<file path="config.mk">
export PLATFORM = sky130hd
export DESIGN_NAME = operand_feeder
export DESIGN_NICKNAME = d
export VERILOG_FILES = /design/src/rtl/operand_feeder.sv
export SDC_FILE = /design/constraint.sdc
export NUM_CORES = 1
export LEC_CHECK = 0
export CAP_MARGIN = 30
export CORE_UTILIZATION = 57
export CTS_BUF_LIST = sky130_fd_sc_hd__clkbuf_8
export DETAILED_ROUTE_END_ITERATION = 8
export GPL_ROUTABILITY_DRIVEN = 0
export MAX_ROUTING_LAYER = met4
export PLACE_DENSITY_LB_ADDON = 0.15
export SETUP_SLACK_MARGIN = 0.4
export SYNTH_ARGS = -nofsm -noshare
export SYNTH_HDL_FRONTEND = slang
export SYNTH_SLANG_ARGS = --single-unit
</file>
<file path="constraint.sdc">
create_clock -name clk -period 5.8 [get_ports clk]
set_input_delay 1.16 -clock clk [delete_from_list [all_inputs] [get_ports clk]]
set_output_delay 1.16 -clock clk [all_outputs]
set_load 0.005 [all_outputs]
</file>
<file path="src/rtl/operand_feeder.sv">
// rtl/operand_feeder.sv - operand FIFO and valid-tag tracker feeding the 4-stage bit pipeline
// Issues buffered words (or drain bubbles) into the pipeline and qualifies its result f.
module operand_feeder #(
   parameter int DEPTH    = 4,
   parameter bit DRAIN_EN = 1'b1
) (
   input  logic                   clk,
   input  logic                   reset,
   input  logic                   in_valid,
   input  logic [4:0]             in_data,
   output logic                   in_ready,
   output logic                   load,
   output logic                   a,
   output logic                   b,
   output logic                   c,
   output logic                   d,
   output logic                   e,
   input  logic                   f,
   output logic                   f_valid,
   input  logic                   f_ready,
   output logic [$clog2(DEPTH):0] fifo_count
);

   localparam int AW = $clog2(DEPTH);
   localparam int CW = AW + 1;
   localparam logic [CW-1:0] FULL_COUNT = CW'(DEPTH);

   logic [4:0]    r_mem [DEPTH];
   logic [AW-1:0] r_wr_ptr;
   logic [AW-1:0] r_rd_ptr;
   logic [CW-1:0] r_count;
   logic [3:0]    r_vld;

   logic w_empty;
   logic w_push;
   logic w_free;
   logic w_issue;
   logic w_bubble;
   logic w_load;
   logic w_unused;

   // f travels from reg4 straight to the consumer; this block only qualifies it
   assign w_unused = f;

   assign w_empty  = (r_count == '0);
   assign in_ready = (r_count != FULL_COUNT);
   assign w_push   = in_valid & in_ready;
   assign w_free   = ~r_vld[3] | f_ready;
   assign w_issue  = ~w_empty & w_free;
   assign w_bubble = DRAIN_EN & w_empty & (|r_vld[2:0]) & w_free;
   assign w_load   = w_issue | w_bubble;

   assign load       = w_load;
   assign f_valid    = r_vld[3];
   assign fifo_count = r_count;
   assign {a, b, c, d, e} = w_empty ? 5'b00000 : r_mem[r_rd_ptr];

   // Storage carries data only; occupancy is governed by r_count
   always_ff @(posedge clk) begin
      if (w_push) begin
         r_mem[r_wr_ptr] <= in_data;
      end
   end

   always_ff @(posedge clk or negedge reset) begin
      if (!reset) begin
         r_wr_ptr <= '0;
         r_rd_ptr <= '0;
         r_count  <= '0;
      end else begin
         if (w_push) begin
            r_wr_ptr <= r_wr_ptr + AW'(1);
         end
         if (w_issue) begin
            r_rd_ptr <= r_rd_ptr + AW'(1);
         end
         case ({w_push, w_issue})
            2'b10:   r_count <= r_count + CW'(1);
            2'b01:   r_count <= r_count - CW'(1);
            default: r_count <= r_count;
         endcase
      end
   end

   // Tags shift with the pipeline; a consumed result drops its tag even when frozen
   always_ff @(posedge clk or negedge reset) begin
      if (!reset) begin
         r_vld <= '0;
      end else if (w_load) begin
         r_vld <= {r_vld[2:0], w_issue};
      end else if (r_vld[3] & f_ready) begin
         r_vld[3] <= 1'b0;
      end
   end

endmodule
</file>
==> tab_implementation.tex, run 1 <==
\begin{tabular}{lr}
\hline
Metric & Value \\
\hline
\multicolumn{2}{l}{\textbf{STA}} \\
\quad Endpoints failing setup & 0 \\
\quad Final setup TNS & 0 ns \\
\quad Worst Skew & 0.00740 ns \\
\quad Final worst path period need & 3.67 ns \\
\quad Transition at the pin with the smallest max-transition slack & 1.03 ns \\
\quad Final Cycle Share & 63.3\% \\
\quad Worst rel slew slack & 31.0\% \\
\quad RSZ-0062 raised after global routing & no \\
\quad Final hold vios & 0 \\
\quad Final Max Slew Viols & 0 \\
\quad Achievable frequency & 0.272 GHz \\
\multicolumn{2}{l}{\textbf{GRT}} \\
\quad Pin count of the biggest net entering global routing & 12 \\
\quad First-pass GRT wire length & 3.72 mm \\
\quad Global routing usage summed across all routing layers & 22.4\% \\
\quad Initial antenna violation count & 0 \\
\quad Number of global-route vias before repair & 818 \\
\quad Total grt overflow & 0 \\
\multicolumn{2}{l}{\textbf{Floorplanning}} \\
\quad Number of rows in the core area & 17 \\
\quad Initial standard-cell utilization of the core & 60.9\% \\
\quad DIE WIDTH & 50.6 um \\
\quad Core footprint & 2210 sq um \\
\quad Top Ports & 21 \\
\quad Die outline area & 2560 sq um \\
\quad Die height & 50.6 um \\
\multicolumn{2}{l}{\textbf{Finish}} \\
\quad NumNets Final & 126 \\
\quad Area taken by flip-flops and latches & 876 sq um \\
\quad Post-synthesis to final-layout area growth & 22.0\% \\
\quad Area of the multi-input gates & 439 sq um \\
\quad Share of the core filled with cells & 74.3\% \\
\quad \# fillers & 157 \\
\quad Layout cell share with drive strength beyond 1 & 15.3\% \\
\quad Final Instance Area & 1640 sq um \\
\quad Antenna cell count & 0 \\
\multicolumn{2}{l}{\textbf{Synthesis}} \\
\quad Xor/xnor share of the synthesized area & 3.90\% \\
\quad Mapped Cells & 86 \\
\quad Netlist area before placement & 1350 sq um \\
\quad Net Count, Synth & 102 \\
\quad Share of cell area taken by muxes after synthesis & 10.2\% \\
\quad Synthesized-area fraction occupied by adder cells & 6.13\% \\
\quad Total number of yosys warnings & 0 \\
\quad Simple-Gate Fraction of Synth Area & 11.6\% \\
\quad Fraction of the yosys area taken by sequential cells & 65.1\% \\
\quad Yosys cell types & 23 \\
\quad Syn avg cell area & 15.7 sq um \\
\quad Register bit total from synthesis & 31 \\
\quad Main combinational cell family by area after synthesis & simple AND/OR/NAND/NOR gates \\
\quad Fraction of the mapped netlist area in compound gates & 0.743\% \\
\multicolumn{2}{l}{\textbf{Route}} \\
\quad DRC Markers & 0 \\
\quad Pre-Repair DR Iteration Count & 2 \\
\quad Vias per cell & 5.33 \\
\quad Routed via count & 741 \\
\quad Number of violations reported at the end of detailed-routing iteration 0 & 12 \\
\quad Total length of routed wires & 2.11 mm \\
\quad WL per Instance & 15.2 um \\
\quad Routed Antenna Nets & 0 \\
\multicolumn{2}{l}{\textbf{Clock tree}} \\
\quad Buffer depth of the longest clock path & 2 \\
\quad Post-cts hold buffer count & 0 \\
\quad TritonCTS Buffers & 5 \\
\quad Buffers inserted by post-CTS timing repair & 0 \\
\quad CTS tree & built \\
\quad H-tree depth & 2 \\
\quad CTS-repair resized insts & 0 \\
\quad TritonCTS sink count & 31 \\
\quad Clock transition time at the flip-flop clock pins of the worst setup and hold paths & 0.06 ns \\
\quad Worst-Skew Late Latency & 0.28 ns \\
\quad Clock root buffer & sky130\_fd\_sc\_hd\_\_clkbuf\_8 \\
\multicolumn{2}{l}{\textbf{Critical path}} \\
\quad Critical Path Sink Type & output port \\
\quad Cell at the slowest stage of the critical path & sky130\_fd\_sc\_hd\_\_clkdlybuf4s50\_1 \\
\quad Crit Path Max Fanout & 5 \\
\quad Worst Path Arrival & 2.51 ns \\
\quad Worst stage delay on the critical path & 0.51 ns \\
\quad Crit start category & input port \\
\quad Most numerous cell on the critical path & sky130\_fd\_sc\_hd\_\_clkdlybuf4s50\_1 \\
\quad Cell-by-cell trace of the critical path & clkdlybuf4s50\_1, nor2b\_1, a21oi\_1, clkdlybuf4s50\_1 \\
\quad CP bufs+invs & 2 \\
\quad Crit path kind & in -> out \\
\quad Cell family with the largest share of critical-path delay & buffers and inverters \\
\quad Crit path required time & 4.64 ns \\
\multicolumn{2}{l}{\textbf{Pwr}} \\
\quad P per Cell Area & 516 nW/um\^{}2 \\
\quad Standby leakage power & 0.654 nW \\
\quad Maximum VDD drop & 0.000436 V \\
\multicolumn{2}{l}{\textbf{Placed design}} \\
\quad Port-buffer cells & 19 \\
\quad Placed instance area & 1560 sq um \\
\quad Post-detail-place hpwl & 1.54 mm \\
\multicolumn{2}{l}{\textbf{Status}} \\
\quad Outcome & finished clean \\
\multicolumn{2}{l}{\textbf{Job}} \\
\quad Maximum Capacitance Violations & 0 \\
\multicolumn{2}{l}{\textbf{Min path}} \\
\quad Hold crit path type & reg -> reg \\
\hline
\end{tabular}
-- routing by layer --
layer / share of wire (%) / wire (um) / track usage (%) / vias to the layer above
li1: - / - / - / 349
met5: 0 / 0 / - / -
met3: 4.8 / 102 / 9.39 / 5
met1: 40 / 854 / 23.9 / 371
met4: 2.2 / 46 / 11.1 / 0
met2: 53 / 1110 / 35.8 / 16
-- sequential cells by signal, indices dropped and copies added, names as in the netlist --
signal	cells
r_rd_ptr	2
r_mem	20
r_wr_ptr	2
fifo_count	3
r_vld	4
-- synth_stat cells, drive strengths merged --
cell / number / share of area [%]
a21oi: 2 / 0.74
and2: 1 / 0.65
and2b: 4 / 2.2
and3: 4 / 2.2
buf: 1 / 0.37
clkbuf: 1 / 0.28
dfrtp: 11 / 20
edfxtp: 20 / 45
fa: 1 / 1.5
ha: 5 / 4.6
inv: 6 / 1.7
mux2: 1 / 1.1
mux2i: 1 / 0.74
mux4: 5 / 8.4
nand2: 6 / 1.7
nand2b: 2 / 0.93
nor2: 3 / 0.84
nor2b: 2 / 0.93
nor3: 2 / 0.74
nor3b: 1 / 0.56
or3b: 1 / 0.84
xnor2: 2 / 1.3
xor2: 4 / 2.6
-- cell families after synthesis --
| family | Yosys count |
|---|---|
| simple gates | 26 |
| mux | 7 |
| compound gates | 2 |
| flops | 31 |
| fa+ha+maj | 6 |
| xor+xnor | 6 |
| buf+inv | 8 |
-- per-stage QoR --
stage	worst slack, ns	total power (W)	instances	hold WS [ns]
2_1_floorplan	3.19	0.000564	86	0.454
3_3_place_gp	2.23	0.000689	131	0.477
3_5_place_dp	2.13	0.000706	131	0.491
4_1_cts	2.12	0.000859	139	0.506
5_1_grt	2.06	0.000915	139	0.525
6_report	2.13	0.000848	139	0.502
-- report_power, final --
part / internal, W / leakage, nW / switching [W] / total, W
clock network: 0.0000797 / 0.0444 / 0.0000711 / 0.000151
logic: 0.000204 / 0.303 / 0.000129 / 0.000333
registers: 0.000308 / 0.307 / 0.0000558 / 0.000364
-- layout make-up --
class	count	area share (%)
Tap cell	28	2.13
Sequential cell	31	53.3
Multi-Input combinational cell	47	26.7
Inverter	6	1.37
Timing Repair Buffer	19	11.6
Clock buffer	5	4.19
Clock inverter	3	0.685
-- cell usage in the layout (no fill, tap or decap), drive strengths merged --
cell,instances
and2,1
dfrtp,11
ha,5
xnor2,2
a21oi,2
nor2b,2
nor2,3
clkinv,2
clkdlybuf4s50,19
edfxtp,20
clkbuf,5
nor3b,1
fa,1
inv,7
or3b,1
and2b,4
mux2,1
mux2i,1
nand2b,2
and3,4
xor2,4
nor3,2
nand2,6
mux4,5
-- path summary, 6_finish.rpt --
kind	start	end	slack [ns]	cells after the start
setup / recovery	f_ready	load	2.13	4
hold reg to reg	r_vld[2]	r_vld[3]	0.50	1
max in group asynchronous	reset	r_rd_ptr[0]	4.26	1
setup reg to reg	fifo_count[0]	fifo_count[2]	3.31	8
min in group asynchronous	reset	r_wr_ptr[0]	1.21	1
hold / removal	r_vld[2]	r_vld[3]	0.50	1
-- worst register-to-register path, delay by kind of cell, from the launching register on --
kind / cells / cell delay (ns)
buffers and inverters: 1 / 0.07
flip-flops: 1 / 0.43
AND/OR/NAND/NOR: 3 / 1.13
adder cells (fa/ha/maj): 2 / 0.45
XOR/XNOR: 2 / 0.30
Note: power is estimated with default switching activity, not from simulation.
==> run 2, diff against run 1 <==
- CORE_UTILIZATION: 57 -> 55
- clock period: 5.8 -> 3.45 ns (I/O delays scaled with it)
==> run 2 against run 1 <==
Cell count grew 0.72%. Die area grew 3.5%. Setup slack lost 1.4 ns. Flip-flop and latch count is the same. Non-clock buffer count grew 1. Register-to-register slack lost 2.1 ns. Clock-buffer cell count is the same. Power grew 69%. Utilization shrank 1.1 points. Via count shrank 2.6%. Largest cell class unchanged.
==> tab_implementation.tex, run 2 (synthesized netlist as in run 1, its figures left out) <==
\begin{tabular}{lr}
\hline
Metric & Value \\
\hline
\multicolumn{2}{l}{\textbf{Clock tree}} \\
\quad Buffer depth of the longest clock path & 2 \\
\quad CTS-repair resized insts & 0 \\
\quad H-tree depth & 2 \\
\quad Post-cts hold buffer count & 0 \\
\quad CTS tree & built \\
\quad TritonCTS Buffers & 5 \\
\quad Clock root buffer & sky130\_fd\_sc\_hd\_\_clkbuf\_8 \\
\quad Worst-Skew Late Latency & 0.28 ns \\
\quad Clock transition time at the flip-flop clock pins of the worst setup and hold paths & 0.06 ns \\
\quad Buffers inserted by post-CTS timing repair & 0 \\
\quad TritonCTS sink count & 31 \\
\multicolumn{2}{l}{\textbf{Floorplanning}} \\
\quad Top Ports & 21 \\
\quad Number of rows in the core area & 17 \\
\quad DIE WIDTH & 51.5 um \\
\quad Initial standard-cell utilization of the core & 59.7\% \\
\quad Die outline area & 2650 sq um \\
\quad Die height & 51.5 um \\
\quad Core footprint & 2250 sq um \\
\multicolumn{2}{l}{\textbf{Critical path}} \\
\quad Slack of the worst reg-to-reg path & 1.20 ns \\
\quad Cell family with the largest share of critical-path delay & flip-flops \\
\quad Crit start category & flop \\
\quad Number of cells traversed by the worst register-to-register path & 9 \\
\quad Worst stage delay on the critical path & 0.57 ns \\
\quad Crit path kind & reg -> out \\
\quad Reg-to-reg startpoint & fifo\_count[0] \\
\quad Cell-by-cell trace of the critical path & mux4\_2, and2b\_1, clkdlybuf4s50\_1 \\
\quad CP bufs+invs & 1 \\
\quad End of the worst register-to-register path & fifo\_count[2] \\
\quad Cell at the slowest stage of the critical path & sky130\_fd\_sc\_hd\_\_dfrtp\_1 \\
\quad Crit Path Max Fanout & 7 \\
\quad Critical Path Sink Type & output port \\
\quad Worst Path Arrival & 2.01 ns \\
\quad Crit path required time & 2.76 ns \\
\multicolumn{2}{l}{\textbf{Finish}} \\
\quad Most common cell after layout, fill and taps aside & sky130\_fd\_sc\_hd\_\_edfxtp\_1 \\
\quad Area taken by flip-flops and latches & 876 sq um \\
\quad Share of the core filled with cells & 73.2\% \\
\quad Post-synthesis to final-layout area growth & 22.6\% \\
\quad \# fillers & 162 \\
\quad Antenna cell count & 0 \\
\quad Register containing the most flip-flops in the final layout & r\_mem \\
\quad Layout cell share with drive strength beyond 1 & 16.1\% \\
\quad Area of the multi-input gates & 439 sq um \\
\quad Flip-flop count of the largest register after layout & 20 \\
\quad Most frequent cells in the layout & sky130\_fd\_sc\_hd\_\_edfxtp\_1 (20), sky130\_fd\_sc\_hd\_\_clkdlybuf4s50\_1 (19), sky130\_fd\_sc\_hd\_\_dfrtp\_1 (11), sky130\_fd\_sc\_hd\_\_inv\_1 (7), sky130\_fd\_sc\_hd\_\_nand2\_1 (6) \\
\quad NumNets Final & 127 \\
\multicolumn{2}{l}{\textbf{Route}} \\
\quad Number of violations reported at the end of detailed-routing iteration 0 & 4 \\
\quad Routed Antenna Nets & 0 \\
\quad Routed via count & 722 \\
\quad Vias per cell & 5.16 \\
\quad DRC Markers & 0 \\
\quad Pre-Repair DR Iteration Count & 2 \\
\quad Total length of routed wires & 2.08 mm \\
\quad WL per Instance & 14.9 um \\
\multicolumn{2}{l}{\textbf{GRT}} \\
\quad Total grt overflow & 0 \\
\quad Global routing usage summed across all routing layers & 20.7\% \\
\quad Pin count of the biggest net entering global routing & 12 \\
\quad Number of global-route vias before repair & 735 \\
\quad Initial antenna violation count & 0 \\
\quad First-pass GRT wire length & 3.44 mm \\
\multicolumn{2}{l}{\textbf{STA}} \\
\quad Final setup TNS & 0 ns \\
\quad Worst Skew & 0.00389 ns \\
\quad Achievable frequency & 0.370 GHz \\
\quad Worst rel slew slack & 66.4\% \\
\quad Transition at the pin with the smallest max-transition slack & 0.503 ns \\
\quad Endpoints failing setup & 0 \\
\quad RSZ-0062 raised after global routing & no \\
\quad Final Cycle Share & 78.3\% \\
\quad Final Max Slew Viols & 0 \\
\quad Final worst path period need & 2.70 ns \\
\quad Final hold vios & 0 \\
\multicolumn{2}{l}{\textbf{Pwr}} \\
\quad Maximum VDD drop & 0.000574 V \\
\quad Standby leakage power & 0.660 nW \\
\quad P per Cell Area & 868 nW/um\^{}2 \\
\multicolumn{2}{l}{\textbf{Min path}} \\
\quad Worst-case hold path end point & r\_vld[2] \\
\quad Start point of the worst hold path & r\_vld[2] \\
\quad Cell count of the worst hold path & 2 \\
\quad Hold crit path type & reg -> reg \\
\multicolumn{2}{l}{\textbf{Job}} \\
\quad Maximum Capacitance Violations & 0 \\
\multicolumn{2}{l}{\textbf{Placed design}} \\
\quad Port-buffer cells & 19 \\
\quad Post-detail-place hpwl & 1.52 mm \\
\multicolumn{2}{l}{\textbf{Status}} \\
\quad Outcome & finished clean \\
\hline
\end{tabular}
-- run 2: changes by cell type in the layout (fill, tap and decap cells not counted) --
cell,change
sky130_fd_sc_hd__buf_4,+1
-- run 2: final cells by class --
class                   instances  area share, %
repair buffers                 20           12.0
clock buffers                   5           4.17
clock inverters                 3          0.682
flip-flops and latches         31           53.1
multi-input cells              47           26.6
well taps                      28           2.12
inverters                       6           1.36
-- run 2: stage by stage --
step / cell area (sq um) / hold WS (ns) / power, W / cells / setup WS, ns
global route: 1650 / 0.510 / 0.00153 / 140 / 0.653
global placement: 1570 / 0.469 / 0.00116 / 132 / 0.841
finish: 1650 / 0.499 / 0.00143 / 140 / 0.750
detailed placement: 1570 / 0.489 / 0.00119 / 132 / 0.844
CTS: 1650 / 0.503 / 0.00145 / 140 / 0.712
floorplan: 1350 / 0.394 / 0.000948 / 86 / 1.34
-- run 2: worst max path at each step --
stage	start	endpoint	depth (start not counted)
final	r_rd_ptr[0]	d	3
after global routing	r_rd_ptr[0]	d	3
after CTS	r_rd_ptr[0]	d	3
after detailed placement	f_ready	load	4
after global placement	f_ready	load	4
after floorplan	fifo_count[0]	fifo_count[2]	9
-- run 2: worst register-to-register path, stage by stage, from the launching register on --
cell                      delay [ns]
sky130_fd_sc_hd__dfrtp_1        0.43
sky130_fd_sc_hd__or3b_4         0.45
sky130_fd_sc_hd__and2_4         0.19
sky130_fd_sc_hd__inv_1          0.06
sky130_fd_sc_hd__ha_1           0.18
sky130_fd_sc_hd__inv_1          0.06
sky130_fd_sc_hd__fa_1           0.37
sky130_fd_sc_hd__xor2_1         0.15
sky130_fd_sc_hd__nor2_1         0.11
sky130_fd_sc_hd__xor2_1         0.16
-- run 2: layer usage --
layer  share of wire [%]  track usage, %  up-vias
met4                 3.0            14.9        0
li1                    -               -      352
met2                  51            32.0       15
met3                 4.0            6.55        8
met5                   0               -        -
met1                  42            22.4      347
-- run 2: where the power goes --
part	internal, W	leakage, nW	switching, W
Combinational	0.000349	0.308	0.000213
Clock	0.000134	0.0444	0.000122
Sequential	0.000518	0.307	0.0000964
Total	0.00100	0.660	0.000431
